## src/rtl/gcd_pkg.sv

```systemverilog
// gcd_pkg
// Shared definitions for the binary (Stein) GCD engine:
//   GCD_W        default operand/result width
//   gcd_state_e  controller states
//   gcd_flags_t  datapath status flags consumed by the controller
//   sat_inc8     saturating 8-bit increment (cycle counter)
package gcd_pkg;

  localparam int GCD_W = 16;

  typedef enum logic [2:0] {
    ST_IDLE   = 3'd0,
    ST_CHECK  = 3'd1,
    ST_FACTOR = 3'd2,
    ST_EVEN   = 3'd3,
    ST_SUB    = 3'd4,
    ST_DONE   = 3'd5
  } gcd_state_e;

  typedef struct packed {
    logic a_zero;
    logic b_zero;
    logic a_even;
    logic b_even;
    logic a_eq_b;
    logic a_gt_b;
  } gcd_flags_t;

  function automatic logic [7:0] sat_inc8(input logic [7:0] v);
    return (v == 8'hFF) ? v : v + 8'd1;
  endfunction

endpackage

```

## src/rtl/gcd_stein_dp.sv

```systemverilog
// gcd_stein_dp
// Datapath of the Stein GCD engine: operand registers a/b, the common
// power-of-two count k, shifters, subtractor, comparator and status flags.
// Exactly one control strobe is expected per cycle; they are prioritised
// load > factor_shift > even_step > sub_step.
// Ports:
//   clk, rst_n        clock, asynchronous active-low reset
//   load              capture a_in/b_in, clear k
//   factor_shift      both operands even: halve both, k++
//   even_step         halve whichever operand is even
//   sub_step          subtract the smaller operand from the larger
//   a_in, b_in        operands
//   flags             zero/parity/equal/greater flags of a and b
//   a_val, b_val      current register values
//   a_shl_k           a << k (final result once a == b)
module gcd_stein_dp
  import gcd_pkg::*;
#(
  parameter int W = GCD_W
) (
  input  logic         clk,
  input  logic         rst_n,
  input  logic         load,
  input  logic         factor_shift,
  input  logic         even_step,
  input  logic         sub_step,
  input  logic [W-1:0] a_in,
  input  logic [W-1:0] b_in,
  output gcd_flags_t   flags,
  output logic [W-1:0] a_val,
  output logic [W-1:0] b_val,
  output logic [W-1:0] a_shl_k
);

  localparam int KW = $clog2(W) + 1;

  logic [W-1:0]  a_q;
  logic [W-1:0]  b_q;
  logic [KW-1:0] k_q;

  always_comb begin
    flags.a_zero = (a_q == '0);
    flags.b_zero = (b_q == '0);
    flags.a_even = ~a_q[0];
    flags.b_even = ~b_q[0];
    flags.a_eq_b = (a_q == b_q);
    flags.a_gt_b = (a_q > b_q);
  end

  assign a_val   = a_q;
  assign b_val   = b_q;
  assign a_shl_k = a_q << k_q;

  always_ff @(posedge clk or negedge rst_n) begin
    if (!rst_n) begin
      a_q <= '0;
      b_q <= '0;
      k_q <= '0;
    end else if (load) begin
      a_q <= a_in;
      b_q <= b_in;
      k_q <= '0;
    end else if (factor_shift) begin
      a_q <= a_q >> 1;
      b_q <= b_q >> 1;
      k_q <= k_q + KW'(1);
    end else if (even_step) begin
      // Both halvings happen in the same cycle; an odd operand is left alone.
      if (!a_q[0]) a_q <= a_q >> 1;
      if (!b_q[0]) b_q <= b_q >> 1;
    end else if (sub_step) begin
      // Larger minus smaller, so the difference can never wrap.
      if (a_q > b_q)       a_q <= a_q - b_q;
      else if (a_q != b_q) b_q <= b_q - a_q;
    end
  end

endmodule

```

## src/rtl/gcd_stein_core.sv

```systemverilog
// gcd_stein_core
// Binary (Stein) GCD engine answering the start/valid compute handshake.
// Handshake: start is sampled only while the engine is idle (busy == 0); a
// sampled start captures a_in/b_in, and start is ignored at all other times
// including the cycle valid is high. Exactly one valid pulse of one cycle
// follows each accepted start (unless reset intervenes); out is updated in
// that same cycle and holds until the next pulse.
// Optional feature macro: GCD_STEIN_CYCLE_CNT_EN adds the 8-bit 'cycles'
// output (cycles spent in CHECK..SUB for the last result, saturating).
// Ports:
//   clk, rst_n   clock, asynchronous active-low reset
//   start        request
//   a_in, b_in   operands
//   busy         high while not idle
//   valid        one-cycle result strobe
//   out          result
//   cycles       (macro only) compute cycle count of the last result
module gcd_stein_core
  import gcd_pkg::*;
#(
  parameter int W = GCD_W
) (
  input  logic         clk,
  input  logic         rst_n,
  input  logic         start,
  input  logic [W-1:0] a_in,
  input  logic [W-1:0] b_in,
  output logic         busy,
  output logic         valid,
  output logic [W-1:0] out
`ifdef GCD_STEIN_CYCLE_CNT_EN
  ,
  output logic [7:0]   cycles
`endif
);

  gcd_state_e   state_q, state_d;
  gcd_flags_t   flags;
  logic [W-1:0] a_val, b_val, a_shl_k;
  logic         load, factor_shift, even_step, sub_step;
  logic         done_set;
  logic [W-1:0] res_d;
  logic         valid_q;
  logic [W-1:0] out_q;

  gcd_stein_dp #(.W(W)) u_dp (
    .clk          (clk),
    .rst_n        (rst_n),
    .load         (load),
    .factor_shift (factor_shift),
    .even_step    (even_step),
    .sub_step     (sub_step),
    .a_in         (a_in),
    .b_in         (b_in),
    .flags        (flags),
    .a_val        (a_val),
    .b_val        (b_val),
    .a_shl_k      (a_shl_k)
  );

  always_ff @(posedge clk or negedge rst_n) begin
    if (!rst_n) state_q <= ST_IDLE;
    else        state_q <= state_d;
  end

  always_comb begin
    state_d      = state_q;
    load         = 1'b0;
    factor_shift = 1'b0;
    even_step    = 1'b0;
    sub_step     = 1'b0;
    done_set     = 1'b0;
    res_d        = '0;
    case (state_q)
      ST_IDLE: begin
        if (start) begin
          load    = 1'b1;
          state_d = ST_CHECK;
        end
      end
      ST_CHECK: begin
        // gcd(0,x) = x covers gcd(0,0) = 0 as well.
        if (flags.a_zero) begin
          res_d    = b_val;
          done_set = 1'b1;
          state_d  = ST_DONE;
        end else if (flags.b_zero) begin
          res_d    = a_val;
          done_set = 1'b1;
          state_d  = ST_DONE;
        end else begin
          state_d = ST_FACTOR;
        end
      end
      ST_FACTOR: begin
        if (flags.a_even && flags.b_even) factor_shift = 1'b1;
        else                              state_d = ST_EVEN;
      end
      ST_EVEN: begin
        if (flags.a_even || flags.b_even) even_step = 1'b1;
        else                              state_d = ST_SUB;
      end
      ST_SUB: begin
        if (flags.a_eq_b) begin
          res_d    = a_shl_k;
          done_set = 1'b1;
          state_d  = ST_DONE;
        end else begin
          sub_step = 1'b1;
          state_d  = ST_EVEN;
        end
      end
      ST_DONE: state_d = ST_IDLE;
      default: state_d = ST_IDLE;
    endcase
  end

  // valid/out are registered on the edge entering DONE, so they are visible
  // exactly during the DONE cycle.
  always_ff @(posedge clk or negedge rst_n) begin
    if (!rst_n) begin
      valid_q <= 1'b0;
      out_q   <= '0;
    end else begin
      valid_q <= done_set;
      if (done_set) out_q <= res_d;
    end
  end

  assign busy  = (state_q != ST_IDLE);
  assign valid = valid_q;
  assign out   = out_q;

`ifdef GCD_STEIN_CYCLE_CNT_EN
  logic [7:0] run_cnt_q;
  logic [7:0] cycles_q;

  // run_cnt_q counts completed compute cycles; the cycle that finishes is
  // added when the result is latched.
  always_ff @(posedge clk or negedge rst_n) begin
    if (!rst_n) begin
      run_cnt_q <= '0;
      cycles_q  <= '0;
    end else begin
      if (state_q == ST_IDLE || state_q == ST_DONE) run_cnt_q <= '0;
      else                                          run_cnt_q <= sat_inc8(run_cnt_q);
      if (done_set) cycles_q <= sat_inc8(run_cnt_q);
    end
  end

  assign cycles = cycles_q;
`endif

endmodule

```

## config.mk

```make
export PLATFORM = sky130hd
export DESIGN_NAME = gcd_stein_core
export DESIGN_NICKNAME = d
export VERILOG_FILES = /design/src/rtl/gcd_pkg.sv /design/src/rtl/gcd_stein_dp.sv /design/src/rtl/gcd_stein_core.sv
export SDC_FILE = /design/constraint.sdc
export NUM_CORES = 1
export LEC_CHECK = 0
export CAP_MARGIN = 15
export CORE_MARGIN = 1.5
export CORE_UTILIZATION = 40
export DETAILED_ROUTE_END_ITERATION = 6
export PLACE_DENSITY = 0.64
export SYNTH_ARGS = -nofsm -noshare
export SYNTH_HDL_FRONTEND = slang
export SYNTH_HIERARCHICAL = 1
export SYNTH_SLANG_ARGS = --single-unit
export TNS_END_PERCENT = 1
```

## constraint.sdc

```tcl
create_clock -name clk -period 7.9 [get_ports clk]
set_input_delay 2.37 -clock clk [delete_from_list [all_inputs] [get_ports clk]]
set_output_delay 2.37 -clock clk [all_outputs]
set_load 0.1 [all_outputs]
```

==> reports/metrics.cfg, run 1 <==
[worst_setup_path]
setup.worst_path.class=input pin to flip-flop
critical_path.max_fanout=34
reg2reg_setup_slack_ns=4.17
slowest_stage=o21ai_2
critical_path_arrival_ns=5.12
crit_path_frequent_cell=inv_1
timing.critical_path.buf_inv=4
cp_slowest_stage_delay_ns=0.83
crit_required_ns=8.11
crit_family=compound AO/OA/AOI/OAI gates
crit_path_cell_trace=clkdlybuf4s50_1 > inv_1 > nor2_2 > buf_4 > inv_1 > nand2_1 > or4_1 > o21ai_2 > a211oi_1 > a221oi_1
worst_setup_path_start_kind=input pin
worst-path-stages=10
rr_worst_depth=10
critPathCaptureType=flip-flop

[timing]
clock-skew-final_ns=0.01130
layout_worst_path_cycle_share_pct=62.19
max_clock_freq_mhz=203.6
timing_hold_violations_final=0
final-max-slew-violation-count=0
postLayoutSetupSlackWorst_ns=2.987
whs_ns=0.5056
grt_setup_unrepaired=false
setup_violators_final=0
worst_pin_slew_ns=1.062
timing.final.crit_period_ns=4.913
tns_ns=0
slew_headroom_pct=29.20

[floorplanning]
floorplan.initialDensity_pct=40.69
core_area_sq_mm=0.01319
pin_count=53
floorplan.die_area_sq_mm=0.01412
rows=42
die_y_um=118.8
fp.dieW_um=118.8

[detailed_routing]
routed_wirelength_normalized_by_instance_count_um=19.52
vias_per_cell=6.085
drtIter0Drc=488
final_antenna_net_count=0
drt_first_pass_iters=5
post-route-drc-count=0
drt-total-wl_mm=17.06
dr_total_vias=5318

[grt]
met2_usage_pct=38.55
globalRouteMet3Util_pct=3.544
number_of_global_route_vias_before_repair=5188
grt_first_pass_wirelength_mm=27.76
global_route.peak_usage_layer=met2
met1_usage_pct=34.69
globalRoute.totalOverflow=0
antenna_violations_before_repair=0
grt_usage_pct=24.81
grt_start_max_net_pins=58

[clock_tree]
cts.sink_count=57
postCtsSetupRepairBufs=0
clock-root-buffer=clkbuf_16
tritoncts=built
cts_hold_repair.buffers=0
cts_repair_resize_count=0
clk_path_buf_depth=2
worst_setup_hold_path_clk_slew_ns=0.05
clock_insertion_delay_worst_skew_ns=0.33
ctsHtreeMaxLevel=3
cts_made_buffers=9

[final_layout]
mostFrequentLayoutCells=nor2_1 (91), dfrtp_1 (57), clkdlybuf4s50_1 (51), nand2_1 (48), a21oi_1 (44)
layout.nets=763
final_common_cell=nor2_1
antenna-diode-count=0
postLayoutCoreUtil_pct=46.62
post_route_cells_drive_above_1_share_pct=5.158
syn2layout_area_growth_pct=14.57

[hold_path]
hold-path-cell-count=1
hold_class=flip-flop to flip-flop

[placed_design]
finalWeightedCongestion=0.9293
preCtsSetupSlack_ns=2.726
post_detailed_placement_half_perimeter_wirelength_mm=12.81
buffer_ports.inserted=52

[run]
maxcap_viol_count=0

[synthesis]
post_synth_inst_count=681
synth.net_count=750
netlist_area_before_placement_sq_mm=0.005368
yosys_warnings=6
syn-mean-instance-area_sq_um=7.882

[outcome]
run_status=completed

-- cell type report --
cell class	count	area, sq um
flip-flops and latches	57	1426
well taps	176	220.2
clock buffers	11	242.7
fillers	1280	7041
multi-input cells	526	3526
clock inverters	4	20.02
repair buffers	57	553.0
inverters	43	161.4
-- metrics by stage --
step / cells / instance area [sq um]
after floorplan: 681 / 5368
after detailed placement: 859 / 5887
after global routing: 874 / 6150
final: 874 / 6150
after CTS: 874 / 6150
after global placement: 859 / 5887
-- final timing paths --
check / start / to
max: start / u_dp/a_val[10]$_DFFE_PN0P_
min: out[12]$_DFFE_PN0P_ / out[12]$_DFFE_PN0P_
max reg2reg: u_dp/a_val[8]$_DFFE_PN0P_ / u_dp/b_val[6]$_DFFE_PN0P_
min reg2reg: out[12]$_DFFE_PN0P_ / out[12]$_DFFE_PN0P_
max in group asynchronous: rst_n / u_dp/k_q[0]$_DFFE_PN0P_
min in group asynchronous: rst_n / valid$_DFF_PN0_
-- registers in the layout, summed over array words and instances, names as in the netlist --
name and cells:
u_dp/k_q 5, state_q 3, out 16, u_dp/b_val 16, u_dp/a_val 16, valid 1
-- per-layer routing --
metal,wire [um],share of wire [%]
met1,7764,46
met2,7752,45
met3,1047,6.1
met4,495,2.9
met5,0,0
Power of run 1 is not shown: default switching activity piles up to over one toggle a cycle in this logic, so the estimate is an artifact.
==> inputs of run 2 (changes only) <==
--- a/config.mk
+++ b/config.mk
@@ -9,7 +9,7 @@
 export CORE_MARGIN = 1.5
 export CORE_UTILIZATION = 40
 export DETAILED_ROUTE_END_ITERATION = 6
-export PLACE_DENSITY = 0.64
+export PLACE_DENSITY = 0.67
 export SYNTH_ARGS = -nofsm -noshare
 export SYNTH_HDL_FRONTEND = slang
 export SYNTH_HIERARCHICAL = 1
==> constraint.sdc (replaced) <==
create_clock -name clk -period 4.5 [get_ports clk]
set_input_delay 1.35 -clock clk [delete_from_list [all_inputs] [get_ports clk]]
set_output_delay 1.35 -clock clk [all_outputs]
set_load 0.1 [all_outputs]
==> run 2 against run 1 <==
  * Core utilization is 0.38 points higher
  * Via count increased by 0.88%
  * Critical path depth unchanged
  * Flip-flop and latch count stayed put
  * Highest routed layer unchanged
  * Clock skew shrank 0.0035 ns
  * Routed wire length shrank 0.49%
  * Critical path type is now flip-flop to flip-flop
==> reports/metrics.cfg, run 2 (synthesis gave the netlist of run 1 again) <==
[final_layout]
post_route_cells_drive_above_1_share_pct=5.824  ; +0.67 points
mostFrequentLayoutCells=nor2_1 (91), dfrtp_1 (57), clkdlybuf4s50_1 (51), nand2_1 (48), a21oi_1 (44)
fillCellCount=1289  ; +0.70%
layout.nets=768  ; +0.66%
final_common_cell=nor2_1
syn2layout_area_growth_pct=15.50
antenna-diode-count=0  ; unchanged
multiInputGateArea_sq_mm=0.003526  ; unchanged
finish.cell_count_without_fillers=880  ; +0.69%
seq_area_sq_mm=0.001426  ; unchanged

[detailed_routing]
drt_first_pass_iters=6  ; +1
dr_total_vias=5365  ; +0.88%
vias_per_cell=6.097  ; +0.20%
drt-total-wl_mm=16.98  ; -0.49%
drtIter0Drc=568  ; +16%
final_antenna_net_count=0  ; unchanged
post-route-drc-count=0  ; unchanged
routed_wirelength_normalized_by_instance_count_um=19.29  ; -1.2%

[timing]
timing.final.crit_period_ns=3.632
whs_ns=0.5062  ; +0.0006040 ns
final-max-slew-violation-count=0  ; unchanged
worst_pin_slew_ns=1.014  ; -0.04749 ns
max_clock_freq_mhz=275.3
clock-skew-final_ns=0.007758  ; -0.003543 ns
slew_headroom_pct=32.24  ; +3.0 points
timing_hold_violations_final=0  ; unchanged
tns_ns=0  ; unchanged
grt_setup_unrepaired=false
layout_worst_path_cycle_share_pct=80.71
setup_violators_final=0  ; unchanged

[grt]
grt_usage_pct=24.27  ; -0.55 points
number_of_global_route_vias_before_repair=5277  ; +1.7%
grt_first_pass_wirelength_mm=27.25  ; -1.8%
grt_start_max_net_pins=39  ; -33%
globalRoute.totalOverflow=0  ; unchanged
antenna_violations_before_repair=0  ; unchanged

[worst_setup_path]
setup.worst_path.class=flip-flop to flip-flop
critical_path.max_fanout=13  ; -62%
worst_setup_path_start_kind=flip-flop
critical_path_arrival_ns=3.83  ; -1.29 ns
slowest_stage=nor4_1
timing.critical_path.buf_inv=1  ; -3
crit_required_ns=4.70  ; -3.41 ns
critPathCaptureType=flip-flop
crit_path_cell_trace=inv_1 > ha_1 > nand4_1 > nor4_1 > nor4b_1 > nand2b_1 > o41a_1 > a31o_1 > a221o_1 > o21ai_1
cp_slowest_stage_delay_ns=0.72  ; -0.11 ns
crit_family=simple AND/OR/NAND/NOR gates

[floorplanning]
die_y_um=118.8  ; unchanged
floorplan.initialDensity_pct=40.69  ; unchanged
fp.dieW_um=118.8  ; unchanged
pin_count=53  ; unchanged
rows=42  ; unchanged
core_area_sq_mm=0.01319  ; unchanged
floorplan.die_area_sq_mm=0.01412  ; unchanged

[clock_tree]
worst_setup_hold_path_clk_slew_ns=0.05  ; about the same
cts_hold_repair.buffers=0  ; unchanged
cts.sink_count=57  ; unchanged
clock_insertion_delay_worst_skew_ns=0.33  ; about the same
clk_path_buf_depth=2  ; unchanged
ctsHtreeMaxLevel=3  ; unchanged
cts_made_buffers=9  ; unchanged
cts_repair_resize_count=0  ; unchanged
tritoncts=built
postCtsSetupRepairBufs=0  ; unchanged
clock-root-buffer=clkbuf_16

[run]
maxcap_viol_count=0  ; unchanged

[placed_design]
post_detailed_placement_half_perimeter_wirelength_mm=12.98  ; +1.3%
place.detailed.instances=864  ; +0.58%
buffer_ports.inserted=52  ; unchanged
finalWeightedCongestion=0.9344  ; +0.55%

[hold_path]
hold_class=flip-flop to flip-flop

[outcome]
run_status=completed

## run 2: stage by stage
step	instance area, sq um	util (%)	setup slack [ns]
CTS	6200	47.00	0.8983
global placement	5924	44.92	0.9332
global route	6200	47.00	0.6842
floorplan	5368	-	1.626
finish	6200	47.00	0.8678
detailed placement	5924	44.92	0.9247
## run 2: final timing paths
kind,slack (ns),end,startpoint,cells past startpoint
max in group asynchronous,2.56,state_q[2]$_DFFE_PN0P_,rst_n,2
max,0.87,u_dp/b_val[6]$_DFFE_PN0P_,u_dp/a_val[11]$_DFFE_PN0P_,10
min in group asynchronous,1.13,valid$_DFF_PN0_,rst_n,1
min reg2reg,0.51,out[9]$_DFFE_PN0P_,out[9]$_DFFE_PN0P_,1
min,0.51,out[9]$_DFFE_PN0P_,out[9]$_DFFE_PN0P_,1
max reg2reg,0.87,u_dp/b_val[6]$_DFFE_PN0P_,u_dp/a_val[11]$_DFFE_PN0P_,10
## run 2: metal layers
layer	share of wire (%)	wire, um	up-vias	global-route usage, %
met5	0	0	-	0
met4	1.8	314	0	10.09
met3	6.7	1129	30	3.257
met1	45	7645	2550	33.07
met2	46	7885	243	38.84
li1	-	-	2542	-
## run 2: layout make-up
type	instances	share of cell area (%)
clock buffer	13	4.198
clock inverter	3	0.2422
inverter	43	2.603
multi-input combinational	526	56.87
sequential	57	23.01
tap	176	3.552
timing repair buffer	62	9.526
Power of run 2 is left out for the same reason.
==> inputs of run 3 (changes only) <==
==> constraint.sdc (replaced) <==
create_clock -name clk -period 3.2 [get_ports clk]
set_input_delay 0.96 -clock clk [delete_from_list [all_inputs] [get_ports clk]]
set_output_delay 0.96 -clock clk [all_outputs]
set_load 0.1 [all_outputs]
==> run 3 against run 2 <==
  * The run now ends with design-rule violations left
  * Global-route usage rose by 2.8 points
  * Sequential share of layout area fell by 1.6 points
  * Final cell count rose by 6.8%
  * Critical path type unchanged
  * Highest routed layer unchanged
  * Critical path depth did not move
  * Critical endpoint is now u_dp/b_val[4]$_DFFE_PN0P_
==> reports/metrics.cfg, run 3 (synthesis gave the netlist of run 1 again) <==
[detailed_routing]
routed_wirelength_normalized_by_instance_count_um=19.94  ; +3.4%
dr_total_vias=5787  ; +7.9%
final_antenna_net_count=0  ; unchanged
post-route-drc-count=1  ; +1
vias_per_cell=6.156  ; +0.98%
drt-total-wl_mm=18.74  ; +10%
drt_first_pass_iters=7  ; +1
drtIter0Drc=787  ; +39%

[timing]
final-max-slew-violation-count=0  ; unchanged
layout_worst_path_cycle_share_pct=93.84  ; +13 points
setup_violators_final=0  ; unchanged
whs_ns=0.4618  ; -0.04442 ns
timing.final.crit_period_ns=3.003  ; -0.6293 ns
slew_headroom_pct=31.93  ; -0.31 points
tns_ns=0  ; unchanged
grt_setup_unrepaired=false
max_clock_freq_mhz=333.0  ; +21%
worst_pin_slew_ns=1.019  ; +0.004683 ns
timing_hold_violations_final=0  ; unchanged
clock-skew-final_ns=0.007397  ; -0.0003612 ns

[clock_tree]
clk_path_buf_depth=2  ; unchanged
worst_setup_hold_path_clk_slew_ns=0.05  ; about the same
clock-root-buffer=clkbuf_16
cts.sink_count=57  ; unchanged
clock_insertion_delay_worst_skew_ns=0.35  ; +0.02 ns
cts_made_buffers=9  ; unchanged
tritoncts=built
ctsHtreeMaxLevel=3  ; unchanged
postCtsSetupRepairBufs=0  ; unchanged

[outcome]
run_status=complete, but fails checks
violations=design-rule violations

[final_layout]
seq_area_sq_mm=0.001426  ; unchanged
mostFrequentLayoutCells=nor2_1 (91), buf_4 (89), dfrtp_1 (57), nand2_1 (48), a21oi_1 (44)
fillCellCount=1279  ; -0.78%
antenna-diode-count=0  ; unchanged
final_design_area_no_fill_sq_mm=0.006668  ; +7.5%
post_route_cells_drive_above_1_share_pct=15.84  ; +10 points
final_common_cell=nor2_1
syn2layout_area_growth_pct=24.22
multiInputGateArea_sq_mm=0.003526  ; unchanged
layout.nets=829  ; +7.9%

[run]
maxcap_viol_count=0  ; unchanged

[hold_path]
hold_class=input pin to async pin

[grt]
grt_usage_pct=27.09  ; +2.8 points
grt_first_pass_wirelength_mm=29.81  ; +9.4%
grt_start_max_net_pins=32  ; -18%
number_of_global_route_vias_before_repair=5623  ; +6.6%
globalRoute.totalOverflow=0  ; unchanged
antenna_violations_before_repair=0  ; unchanged

[floorplanning]
core_area_sq_mm=0.01319  ; unchanged
fp.dieW_um=118.8  ; unchanged
die_y_um=118.8  ; unchanged
pin_count=53  ; unchanged
floorplan.die_area_sq_mm=0.01412  ; unchanged
rows=42  ; unchanged
floorplan.initialDensity_pct=40.69  ; unchanged

[worst_setup_path]
reg2reg_setup_slack_ns=0.20  ; -0.67 ns
setup.worst_path.class=flip-flop to flip-flop
crit_required_ns=3.43  ; -1.27 ns
worstReg2RegStart=u_dp/a_val[8]$_DFFE_PN0P_
critPathCaptureType=flip-flop
critical_path_arrival_ns=3.23  ; -0.60 ns
critical_path.max_fanout=7  ; -6
worst_setup_path_start_kind=flip-flop
r2r-end=u_dp/b_val[4]$_DFFE_PN0P_
rr_worst_depth=10  ; unchanged

[placed_design]
buffer_ports.inserted=52  ; unchanged
post_detailed_placement_half_perimeter_wirelength_mm=14.23  ; +9.6%
finalWeightedCongestion=0.9245  ; -1.1%
dpl-instance-area_sq_mm=0.006337  ; +7.0%

run 3: worst max-delay path by stage:
stage / startpoint / end
CTS: u_dp/b_val[0]$_DFFE_PN0P_ / u_dp/b_val[6]$_DFFE_PN0P_
finish: u_dp/a_val[8]$_DFFE_PN0P_ / u_dp/b_val[4]$_DFFE_PN0P_
global route: u_dp/b_val[0]$_DFFE_PN0P_ / u_dp/b_val[15]$_DFFE_PN0P_
detailed placement: start / u_dp/a_val[5]$_DFFE_PN0P_
floorplan: state_q[1]$_DFFE_PN0P_ / u_dp/a_val[11]$_DFFE_PN0P_
global placement: start / u_dp/b_val[6]$_DFFE_PN0P_
run 3: metal layers:
metal	vias to the layer above	part of all wire, %	global-route usage [%]
met1	2709	41	34.87
met2	359	46	44.15
li1	2657	-	-
met5	-	0	0
met3	62	9.5	6.657
met4	0	3.1	9.940
run 3: repair_timing:
item                                    in CTS  in global routing
hold buffers                                 0                  0
endpoints found under the setup margin       0                  2
resized for setup                            0                  1
run 3: final cells by class:
type / instances / area share (%)
clock buffer: 13 / 4.053
clock inverter: 2 / 0.9007
inverter: 43 / 2.421
multi-input combinational: 526 / 52.88
sequential: 57 / 21.39
tap: 176 / 3.303
timing repair buffer: 123 / 15.05
run 3: critical path, cell delays in order (launching register included):
cell	delay, ns
dfrtp_1	0.34
inv_1	0.06
ha_1	0.31
nand4_1	0.16
nor4_1	0.09
buf_4	0.15
nor4b_1	0.43
nand2b_1	0.18
o41a_1	0.42
a31oi_4	0.36
mux2_2	0.38
run 3: stage by stage:
step	setup slack, ns	util (%)	std cells
after floorplan	0.3334	-	681
after global placement	0.2277	48.05	925
after detailed placement	0.2061	48.05	925
after CTS	0.1856	50.55	940
after global routing	0.04405	50.55	940
final	0.1972	50.55	940
Power of run 3 is left out for the same reason.
